===== config.mk =====
export PLATFORM = sky130hd
export DESIGN_NAME = mul_seq
export DESIGN_NICKNAME = d
export VERILOG_FILES = /design/src/rtl/mul_seq.sv
export SDC_FILE = /design/constraint.sdc
export NUM_CORES = 1
export LEC_CHECK = 0
export ABC_AREA = 0
export CAP_MARGIN = 5
export CORE_MARGIN = 3
export CORE_UTILIZATION = 51
export DETAILED_ROUTE_END_ITERATION = 16
export PLACE_DENSITY = 0.78
export SLEW_MARGIN = 20
export SYNTH_ARGS = -nofsm -noshare
export SYNTH_HDL_FRONTEND = slang
export SYNTH_SLANG_ARGS = --single-unit

===== constraint.sdc =====
create_clock -name clk_i -period 2.63 [get_ports clk_i]
set_input_delay 0.263 -clock clk_i [delete_from_list [all_inputs] [get_ports clk_i]]
set_output_delay 0.263 -clock clk_i [all_outputs]
set_load 0.03 [all_outputs]

===== src/rtl/mul_seq.sv =====
// ============================================================================
// mul_seq : sequential radix-2 shift-add multiplier, signed/unsigned, XLEN+1
//           cycle fixed latency with flush and hold-until-ack handshake
// Rev 1.0
// ============================================================================
`default_nettype none

module mul_seq #(
  parameter int XLEN  = 32,
  parameter int CNT_W = 6
) (
  input  logic              clk_i,
  input  logic              rst_n_i,
  input  logic              start_i,
  input  logic              signed_i,
  input  logic [XLEN-1:0]   opd1_i,
  input  logic [XLEN-1:0]   opd2_i,
  input  logic              flush_i,
  input  logic              ack_i,
  output logic              busy_o,
  output logic              done_o,
  output logic [2*XLEN-1:0] product_o
);

  localparam logic [1:0] S_IDLE = 2'd0;
  localparam logic [1:0] S_CALC = 2'd1;
  localparam logic [1:0] S_DONE = 2'd2;

  logic [1:0]        state_q,   state_d;
  logic [CNT_W-1:0]  cnt_q,     cnt_d;
  logic [XLEN-1:0]   mcand_q,   mcand_d;
  logic [2*XLEN-1:0] acc_q,     acc_d;
  logic              neg_q,     neg_d;
  logic [2*XLEN-1:0] product_q, product_d;

  logic [XLEN-1:0] mag1;
  logic [XLEN-1:0] mag2;
  logic [XLEN:0]   step_sum;
  logic            load;

  // The most-negative value negates to itself, which is exactly its unsigned magnitude.
  assign mag1 = (signed_i && opd1_i[XLEN-1]) ? (~opd1_i + XLEN'(1)) : opd1_i;
  assign mag2 = (signed_i && opd2_i[XLEN-1]) ? (~opd2_i + XLEN'(1)) : opd2_i;

  // Upper half accumulates; lower half starts as the multiplier and shifts out.
  assign step_sum = {1'b0, acc_q[2*XLEN-1:XLEN]} + {1'b0, (acc_q[0] ? mcand_q : '0)};

  assign load = !flush_i && start_i &&
                ((state_q == S_IDLE) || ((state_q == S_DONE) && ack_i));

  always_comb begin
    state_d   = state_q;
    cnt_d     = cnt_q;
    mcand_d   = mcand_q;
    acc_d     = acc_q;
    neg_d     = neg_q;
    product_d = product_q;

    if (flush_i) begin
      state_d = S_IDLE;
    end else begin
      case (state_q)
        S_IDLE: ;
        S_CALC: begin
          if (cnt_q == '0) begin
            state_d   = S_DONE;
            product_d = neg_q ? (~acc_q + (2*XLEN)'(1)) : acc_q;
          end else begin
            acc_d = {step_sum, acc_q[XLEN-1:1]};
            cnt_d = cnt_q - CNT_W'(1);
          end
        end
        S_DONE: begin
          if (ack_i) state_d = S_IDLE;
        end
        default: state_d = S_IDLE;
      endcase
    end

    if (load) begin
      state_d = S_CALC;
      mcand_d = mag1;
      acc_d   = {{XLEN{1'b0}}, mag2};
      neg_d   = signed_i && (opd1_i[XLEN-1] ^ opd2_i[XLEN-1]);
      cnt_d   = CNT_W'(XLEN);
    end
  end

  always_ff @(posedge clk_i or negedge rst_n_i) begin
    if (!rst_n_i) begin
      state_q   <= S_IDLE;
      cnt_q     <= '0;
      mcand_q   <= '0;
      acc_q     <= '0;
      neg_q     <= 1'b0;
      product_q <= '0;
    end else begin
      state_q   <= state_d;
      cnt_q     <= cnt_d;
      mcand_q   <= mcand_d;
      acc_q     <= acc_d;
      neg_q     <= neg_d;
      product_q <= product_d;
    end
  end

  assign busy_o    = (state_q == S_CALC);
  assign done_o    = (state_q == S_DONE);
  assign product_o = product_q;

endmodule

`default_nettype wire

==> impl_metrics.json <==
{
  "coreArea_um2": 20600,
  "grt_usage_pct": 26.7,
  "vias": 10900,
  "max-cap-violations": 0,
  "highest_layer": "met4",
  "synth-main-ff-cell": "dfrtp_1",
  "gp_congestion": 0.897,
  "first_iter_violations": 933,
  "cp-end-kind": "flip-flop",
  "synth_top_area_share_pct": 38.9,
  "hold_class": "input pin to async pin",
  "cts_tree": "built",
  "path_clk_slew_ns": 0.06,
  "drive_above_1_share_pct": 22.3,
  "layout_common_cells": "buf_4, o21ai_0, dfrtp_1",
  "layout.cells.non_filler": 1835,
  "layout_setup_ws_ns": -0.218,
  "cp-start-kind": "flip-flop",
  "synth_largest_area_cell": "dfrtp_1",
  "clkSinkCount": 169,
  "max_freq_mhz": 351,
  "rr_startpoint": "acc_q[32]",
  "critPathMaxFanout": 5,
  "p_comb_share_pct": 52.3,
  "setup_viol": 38,
  "status": "finished, violations left",
  "period_needed_ns": 2.85,
  "route.detailed.drc": 0,
  "tightestPinTransition_ns": 0.770,
  "multiInputGateArea_um2": 6980,
  "wl_um": 32500,
  "switchingPower_mw": 6.00,
  "synth_area_per_cell_um2": 8.55,
  "final_common_cell": "buf_4",
  "fin_nets": 1661,
  "max_slew_margin_pct": 48.6,
  "grt_pass1_wl_um": 51600,
  "clock_path_buffers": 2,
  "synthCells": 1271,
  "first_global_vias": 10500,
  "ant_nets": 0,
  "netlist_area_um2": 10900,
  "period_share_pct": 108,
  "cts_made_buffers": 17,
  "wl_per_cell_um": 17.7,
  "synth_area_leaders": "dfrtp_1, o21ai_0, xor2_1, nand2_1, ha_1",
  "std_cell_rows": 52,
  "peakVddDrop_mv": 0.477,
  "violations": "negative setup slack",
  "synth_cell_types": 62,
  "synth_seq_cells": 169,
  "p_leak_nw": 6.38,
  "grt_max_degree": 117,
  "dp_cells": 1785,
  "internal_power_mw": 8.43,
  "swShare_pct": 41.6,
  "dp_hpwl_um": 22900,
  "antenna_found_initial": 0,
  "syn_nets": 1379,
  "met2_length_um": 15900,
  "hold_violations": 0,
  "fin_tns_setup_ns": -3.51,
  "final-seq-area_um2": 4230,
  "die_h_um": 152,
  "firstDrtPassIters": 8,
  "rsz0062_at_grt": "true",
  "grt.overflow.total": 0,
  "fillerInstances": 1503,
  "initial_utilization_pct": 52.9,
  "n_antenna_cell": 0,
  "dieWidth_um": 152,
  "drt-met1-wl_um": 13800,
  "ys_warn_count": 0,
  "synth_edf_count": 0,
  "p_seq_share_pct": 30.3,
  "crit_type": "flip-flop to flip-flop",
  "reg2regPathDepth": 7,
  "cts-root-buf": "clkbuf_16",
  "die_area_um2": 23100,
  "wl_met3_um": 2150,
  "io_buffers": 135,
  "required_ns": 2.95,
  "reg2reg_slack_ns": -0.22,
  "fin_skew_ns": 0.0127,
  "pre_cts_ws_ns": -0.346,
  "h-tree-depth": 4,
  "ys_seq_area_share_pct": 38.9,
  "ios": 136,
  "cp.arrival_ns": 3.17,
  "power_density_nw_per_um2": 949,
  "clk_latency_ns": 0.44,
  "syn_to_final_growth_pct": 39.9,
  "viasPerCell": 5.94,
  "slew_viol_final": 0,
  "ys_async_sr_fraction_pct": 100,
  "cp-startpoint": "acc_q[32]",
  "clock_power_share_pct": 17.3
}
==> cells in the mapped netlist, drive strengths merged (2+ instances only) <==
master and number:
and3 5, inv 23, or3 26, a21oi 53, a21o 10, xor2 97, ha 37, a21boi 3
nor3 31, dfrtp 169, nand2b 10, nor2b 3, or2 4, nand3 33, nor2 67, a211oi 11
a222oi 15, nand3b 2, o21bai 3, o21a 8, buf 9, and4 2, o21ai 198, xnor2 36
or3b 2, nor4 12, o31ai 29, or4 14, a221o 2, mux2i 8, and2 36, clkbuf 65
o41ai 25, a31oi 16, a221oi 3, a22oi 13, nand2 166, nand4 8, o211ai 2
==> power groups by stage <==
stage,Combinational (mW),Clock [mW],Sequential [mW]
global route,8.19,2.63,4.49
detailed placement,6.67,0,4.32
CTS,6.92,2.52,4.31
finish,7.55,2.50,4.38
floorplan,3.35,0,4.64
global placement,6.50,0,4.28
==> sequential cells by signal (all words and copies together) (netlist names) <==
name	count
acc_q	64
product_o	64
mcand_q	32
cnt_q	6
state_q	2
neg_q	1
==> what timing repair did <==
item	4_1_cts	5_1_grt
setup endpoints to repair	45	66
endpoints found under the hold margin	61	0
gates cloned	0	2
pin swaps	24	38
hold buffers	1	0
setup buffers	3	13
resized for setup	46	92
==> cells by family after synthesis <==
kind of cell / Yosys count / synth area share (%)
xor+xnor: 133 / 10.7
flops: 169 / 38.9
simple gates: 424 / 18.8
compound gates: 402 / 23.0
buf+inv: 97 / 3.40
fa+ha+maj: 38 / 4.44
mux: 8 / 0.737
==> cell type report <==
| type | instances | area share [%] |
|---|---|---|
| Tap cell | 270 | 2.22 |
| Inverter | 23 | 0.568 |
| Multi-Input combinational cell | 1005 | 45.9 |
| Timing Repair Buffer | 337 | 19.7 |
| Sequential cell | 169 | 27.8 |
| Clock buffer | 20 | 3.00 |
| Clock inverter | 11 | 0.814 |
==> worst max-delay path, stage by stage (launching register included) <==
cell and delay [ns]:
dfrtp_1 0.38, or4_4 0.54, or3_4 0.35, or4_4 0.55
or3_4 0.43, o31a_1 0.26, xnor2_1 0.13, o21ai_1 0.07
==> through the flow <==
stage          util [%]  area [um2]  hold slack (ns)  power, mW
3_5_place_dp       67.2       13800            0.301       11.0
5_1_grt            74.0       15200            0.427       15.3
4_1_cts            71.3       14700            0.414       13.7
6_report           74.0       15200            0.383       14.4
2_1_floorplan         -       11000          -0.0326       7.99
3_3_place_gp       67.2       13800            0.299       10.8
==> metal layers <==
layer,vias to the layer above,GRT usage (%)
met3,58,4.41
met1,5204,35.1
li1,5177,-
met5,-,0
met2,466,45.9
met4,0,7.49
==> worst paths after layout <==
check,endpoint
min,product_o[24]
max in group asynchronous,acc_q[0]
min in group clk_i,state_q[1]
max reg2reg,product_o[57]
min reg2reg,mcand_q[31]
max,product_o[57]
(Power assumes the default switching activity.)
